<file path="config.mk">
export PLATFORM = sky130hd
export DESIGN_NAME = jt12_cpu_if
export DESIGN_NICKNAME = d
export VERILOG_FILES = /design/src/rtl/jt12_bus_pkg.sv /design/src/rtl/jt12_busy_cnt.sv /design/src/rtl/jt12_cpu_if.sv
export SDC_FILE = /design/constraint.sdc
export NUM_CORES = 1
export LEC_CHECK = 0
export BUFFER_PORTS_ARGS = -buffer_cell sky130_fd_sc_hd__buf_2
export CORE_AREA = 2 2 66 68
export DETAILED_ROUTE_END_ITERATION = 16
export DIE_AREA = 0 0 68 70
export HOLD_SLACK_MARGIN = 0.12
export PLACE_DENSITY_LB_ADDON = 0.15
export SLEW_MARGIN = 20
export SYNTH_ARGS = -nofsm -noshare
export SYNTH_HDL_FRONTEND = slang
export SYNTH_HIERARCHICAL = 1
export SYNTH_SLANG_ARGS = --single-unit
</file>
<file path="constraint.sdc">
create_clock -name clk -period 3.45 [get_ports clk]
set_input_delay 0.345 -clock clk [delete_from_list [all_inputs] [get_ports clk]]
set_output_delay 0.345 -clock clk [all_outputs]
set_load 0.02 [all_outputs]
</file>
<file path="src/rtl/jt12_bus_pkg.sv">
// Shared definitions for the YM2612-style CPU write bus: port codes,
// status bit positions and the busy FSM state encoding.
package jt12_bus_pkg;

   localparam logic [1:0] ADDR0 = 2'b00;
   localparam logic [1:0] DATA0 = 2'b01;
   localparam logic [1:0] ADDR1 = 2'b10;
   localparam logic [1:0] DATA1 = 2'b11;

   localparam int BUSY_BIT  = 7;
   localparam int FLAGB_BIT = 1;
   localparam int FLAGA_BIT = 0;

   typedef enum logic {IDLE, BUSY} busy_state_t;

   // addr[0] separates data ports from address ports; addr[1] is the part
   function automatic logic is_data_port(input logic [1:0] port);
      return port[0];
   endfunction

endpackage

</file>
<file path="src/rtl/jt12_busy_cnt.sv">
// Busy window generator: a start pulse raises busy for exactly BUSY_CYCLES
// clock cycles, counting the load value down to zero.
module jt12_busy_cnt
   import jt12_bus_pkg::*;
#(
   parameter int BUSY_CYCLES = 32,
   parameter int CNT_W       = 16
)(
   input  logic clk,
   input  logic rst,
   input  logic start,
   output logic busy
);

   busy_state_t          state;
   logic [CNT_W-1:0]     cnt;

   // busy falls on the edge where the counter is already zero, so loading
   // BUSY_CYCLES-1 gives BUSY_CYCLES visible busy cycles
   always_ff @(posedge clk or posedge rst) begin
      if (rst) begin
         state <= IDLE;
         cnt   <= '0;
         busy  <= 1'b0;
      end else begin
         case (state)
            IDLE: begin
               if (start) begin
                  state <= BUSY;
                  busy  <= 1'b1;
                  cnt   <= CNT_W'(BUSY_CYCLES - 1);
               end
            end
            BUSY: begin
               if (cnt == '0) begin
                  state <= IDLE;
                  busy  <= 1'b0;
               end else begin
                  cnt <= cnt - CNT_W'(1);
               end
            end
            default: begin
               state <= IDLE;
               busy  <= 1'b0;
            end
         endcase
      end
   end

endmodule

</file>
<file path="src/rtl/jt12_cpu_if.sv">
// Chip-side responder for the 4-port CPU write bus: latches the register
// selector, strobes register writes and returns the status byte.
module jt12_cpu_if
   import jt12_bus_pkg::*;
#(
   parameter int BUSY_CYCLES = 32,
   parameter int CNT_W       = 16
)(
   input  logic       rst,
   input  logic       clk,
   input  logic       cs_n,
   input  logic       wr_n,
   input  logic [1:0] addr,
   input  logic [7:0] din,
   output logic [7:0] dout,
   input  logic       flag_a,
   input  logic       flag_b,
   output logic       busy,
   output logic       reg_wr,
   output logic       reg_part,
   output logic [7:0] reg_sel,
   output logic [7:0] reg_val,
   output logic       lost
);

   logic       we;
   logic       we_q;
   logic       acc;
   logic       start;
   logic [7:0] sel;
   logic       part;
   logic [1:0] flags_q;

   assign we    = ~cs_n & ~wr_n;
   assign acc   = we & ~we_q;
   assign start = acc & is_data_port(addr) & ~busy;

   jt12_busy_cnt #(
      .BUSY_CYCLES (BUSY_CYCLES),
      .CNT_W       (CNT_W)
   ) u_busy (
      .clk   (clk),
      .rst   (rst),
      .start (start),
      .busy  (busy)
   );

   // The data write's own addr[1] is ignored: the part comes from the last
   // address write, and the latched selector survives repeated data writes
   always_ff @(posedge clk or posedge rst) begin
      if (rst) begin
         we_q     <= 1'b0;
         sel      <= 8'h00;
         part     <= 1'b0;
         reg_wr   <= 1'b0;
         reg_part <= 1'b0;
         reg_sel  <= 8'h00;
         reg_val  <= 8'h00;
         lost     <= 1'b0;
         flags_q  <= 2'b00;
      end else begin
         we_q    <= we;
         reg_wr  <= 1'b0;
         flags_q <= {flag_b, flag_a};
         if (acc && !is_data_port(addr)) begin
            sel  <= din;
            part <= addr[1];
         end
         if (acc && is_data_port(addr)) begin
            if (!busy) begin
               reg_wr   <= 1'b1;
               reg_val  <= din;
               reg_sel  <= sel;
               reg_part <= part;
            end else begin
               lost <= 1'b1;
            end
         end
      end
   end

   // Built from registers only, so dout[7] tracks busy on the same cycle
   always_comb begin
      dout            = 8'h00;
      dout[BUSY_BIT]  = busy;
      dout[FLAGB_BIT] = flags_q[1];
      dout[FLAGA_BIT] = flags_q[0];
   end

endmodule

</file>
==> results.tsv <==
stage	metric	value	unit
global_route	globalRouteTotalUtil	0.206	
logic_synthesis	yosys.area_share.simple	0.150	
timing	timing.final.hold_violations	0	
floorplanning	floorplan.initialDensity	0.565	
routing	first_pass_iters	4	
cts	cts_resized	0	
logic_synthesis	synth-main-ff-cell	sky130_fd_sc_hd__dfrtp_1	
floorplanning	fp.dieW	68	um
setup_path	slowest_stage	sky130_fd_sc_hd__dfrtp_1	
global_route	grt_start_max_net_pins	32	
cts	numClockSinks	49	
power	p_per_area	465	nW/um2
finish	regArea	1230	um2
finish	fill_cells	340	
logic_synthesis	postSynthAreaPerCell	12.5	um2
placed_design	hpwlAfterDp	3150	um
outcome	result_of_the_run	complete, no violations	
floorplanning	pin_count	44	
timing	slew_violations	0	
timing	worst_slew_pin_slew	0.726	ns
logic_synthesis	yosysWarningCount	6	
power	p_leak	1.17	nW
global_route	grt_first_pass_wirelength	7520	um
finish	postLayoutCellArea	2580	um2
logic_synthesis	synth_compound_area_frac	0.0989	
logic_synthesis	synth_top_cells_by_area	sky130_fd_sc_hd__dfrtp_1, sky130_fd_sc_hd__mux2_2, sky130_fd_sc_hd__mux2_4	
setup_path	worst_setup_path_end_kind	flop	
setup_path	crit_chain	clkinv_1 > nand2_1 > o21ai_0 > a211oi_1	
floorplanning	fp.dieArea	4760	um2
logic_synthesis	synth-adder-area-share	0.00534	
cts	ctsHtreeMaxLevel	2	
finish	multi_input_logic_area	970	um2
logic_synthesis	yosys.area.top_type_share	0.524	
setup_path	path_delay_family	flip-flops	
logic_synthesis	netlist.top_cell.by_area	sky130_fd_sc_hd__dfrtp_1	
routing	routed_wire_length_per_instance	16.1	um
setup_path	setup.worst_path.start_class	flop	
placed_design	dpl_cell_area	2490	um2
floorplanning	core.rowCount	24	
logic_synthesis	netlist_area_before_placement	2340	um2
timing	fin_worst_skew	0.00644	ns
timing	timing.slew.headroom	0.515	
cts	ctsHoldBuffers	0	
cts	clock-root-buffer	sky130_fd_sc_hd__clkbuf_8	
setup_path	critical_path_required	3.66	ns
logic_synthesis	synth_top_family_by_area	multiplexers	
timing	final.setup.tns	0	ns
timing	max_clock_freq	0.541	GHz
routing	wirelength	4460	um
finish	net_total_in_the_final_layout	240	
setup_path	cp_num_buf_inv	1	
routing	drtAntennaViolNets	0	
timing	grt_setup_unrepaired	no	
floorplanning	fp.coreArea	4140	um2
cts	clk_latency	0.30	ns
job	max_cap_violations	0	
floorplanning	die_height	70	um
logic_synthesis	synth-edff-count	0	
setup_path	critical_path_arrival	2.06	ns
cts	cts-root-to-sink-buffers	2	
routing	num_vias	1629	
global_route	grt_pass1_vias	1636	
cts	tritoncts.num_buffers	5	
logic_synthesis	yosysUniqueCellTypes	52	
timing	min_period_over_period	0.536	
placed_design	gpl.final_weighted_congestion	0.909	
placed_design	place.port_buffers	38	
global_route	antenna_found_initial	0	
logic_synthesis	synth_mux_area_frac	0.152	
logic_synthesis	synthesis.instances	187	
logic_synthesis	async_flop_share	1.00	
timing	report.final.setup_viol	0	
logic_synthesis	synth-xor-area-share	0	
routing	dr.first_iter.drc_count	92	
logic_synthesis	synth-seq-cells	49	
setup_path	timing.critical_path.slowest_cell_delay	0.68	ns
setup_path	worstPathMaxFanout	15	
cts	cts.clk_slew.worst_paths	0.09	ns
cts	clock_tree_from_tritoncts	done	
finish	area.growth.synth_to_final	10.2	%
power	total_power	0.00120	W
power	max-vdd-ir-drop	0.261	mV
worst_hold_path	worstHoldPathType	input port to asynchronous set/reset pin	
finish	drive_above_1_share	0.384	
logic_synthesis	register_area_share_after_synthesis	0.524	
global_route	grt_remaining_overflow	0	
finish	antenna-diode-count	0	
routing	route.detailed.drc	0	
timing	final_period_minus_worst_setup_slack	1.85	ns
cts	cts_post_setup_buffers_inserted	0	
setup_path	setup_crit_path_kind	flop to flop	
routing	vias_per_cell	5.90	
-- cell families (layout without fill, tap and decap cells) --
family / count (synthesis) / after routing
multiplexers: 29 / 29
AO/OA/AOI/OAI: 34 / 34
flip-flops: 49 / 49
buffers and inverters: 22 / 55
adder cells (fa/ha/maj): 1 / 1
AND/OR/NAND/NOR: 51 / 51
other: 1 / 5
-- worst register-to-register path: cells and delay by family (launching register included) --
kind,cells,cell delay (ns)
flops,1,0.68
buf+inv,1,0.42
compound gates,2,0.36
simple gates,1,0.31
-- Yosys cell counts (all sizes together) (4+ instances only) --
cell type	instances
nor2	9
mux2	26
inv	7
a211oi	4
nor4	9
buf	12
nand2	6
dfrtp	49
nor3	7
a21oi	6
or3	4
o21ai	9
-- flip-flops by register name, indices dropped and copies added (netlist names) --
register	count
reg_wr	1
u_busy/state	1
sel	8
lost	1
u_busy/busy	1
we_q	1
flags_q	2
reg_sel	8
u_busy/cnt	16
reg_part	1
part	1
reg_val	8
-- cell usage in the layout (no fill, tap or decap), types with 6 or more instances in the layout --
| cell type | instances |
|---|---|
| sky130_fd_sc_hd__buf_2 | 38 |
| sky130_fd_sc_hd__dfrtp_1 | 49 |
| sky130_fd_sc_hd__mux2_2 | 17 |
| sky130_fd_sc_hd__nor2_1 | 8 |
| sky130_fd_sc_hd__inv_1 | 6 |
| sky130_fd_sc_hd__nor4_1 | 7 |
| sky130_fd_sc_hd__mux2_4 | 9 |
| sky130_fd_sc_hd__o21ai_0 | 9 |
| sky130_fd_sc_hd__nand2_1 | 6 |
| sky130_fd_sc_hd__a21oi_1 | 6 |
| sky130_fd_sc_hd__nor3_1 | 6 |
-- final cells by class --
class	count	area share
Inverter	8	0.0116
Sequential cell	49	0.475
Timing Repair Buffer	39	0.0767
Clock inverter	3	0.00825
Multi-Input combinational cell	120	0.376
Tap cell	52	0.0252
Clock buffer	5	0.0267
-- path summary, 6_finish.rpt --
kind	slack (ns)	cells after the start	start	to
hold reg to reg	0.48	1	lost	lost
hold / removal	0.13	2	rst	reg_val[6]
max in group asynchronous	2.81	2	rst	u_busy/cnt[11]
setup / recovery	1.60	4	u_busy/state	u_busy/cnt[15]
min in group clk	0.14	1	flag_b	flags_q[1]
setup reg to reg	1.60	4	u_busy/state	u_busy/cnt[15]
-- through the flow --
stage	worst slack [ns]	utilization	hold slack [ns]	std cells
floorplan	1.83	-	0.284	191
global placement	1.72	0.601	0.444	268
detailed placement	1.63	0.601	0.450	268
CTS	1.65	0.622	0.130	276
global route	1.43	0.622	0.122	276
finish	1.60	0.622	0.128	276
-- per-layer routing --
metal  share of wire  vias up  global-route usage
li1                -      753                   -
met1            0.42      812               0.279
met2            0.53       60               0.317
met3           0.051        4              0.0435
met4          0.0052        0              0.0889
met5               0        -                   0
-- report_power, final --
group / internal (W) / total, W / switching, W
clock: 0.000144 / 0.000336 / 0.000192
combinational: 0.0000701 / 0.000160 / 0.0000904
sequential: 0.000630 / 0.000704 / 0.0000739
No activity file was read; power rests on OpenSTA's default activity.
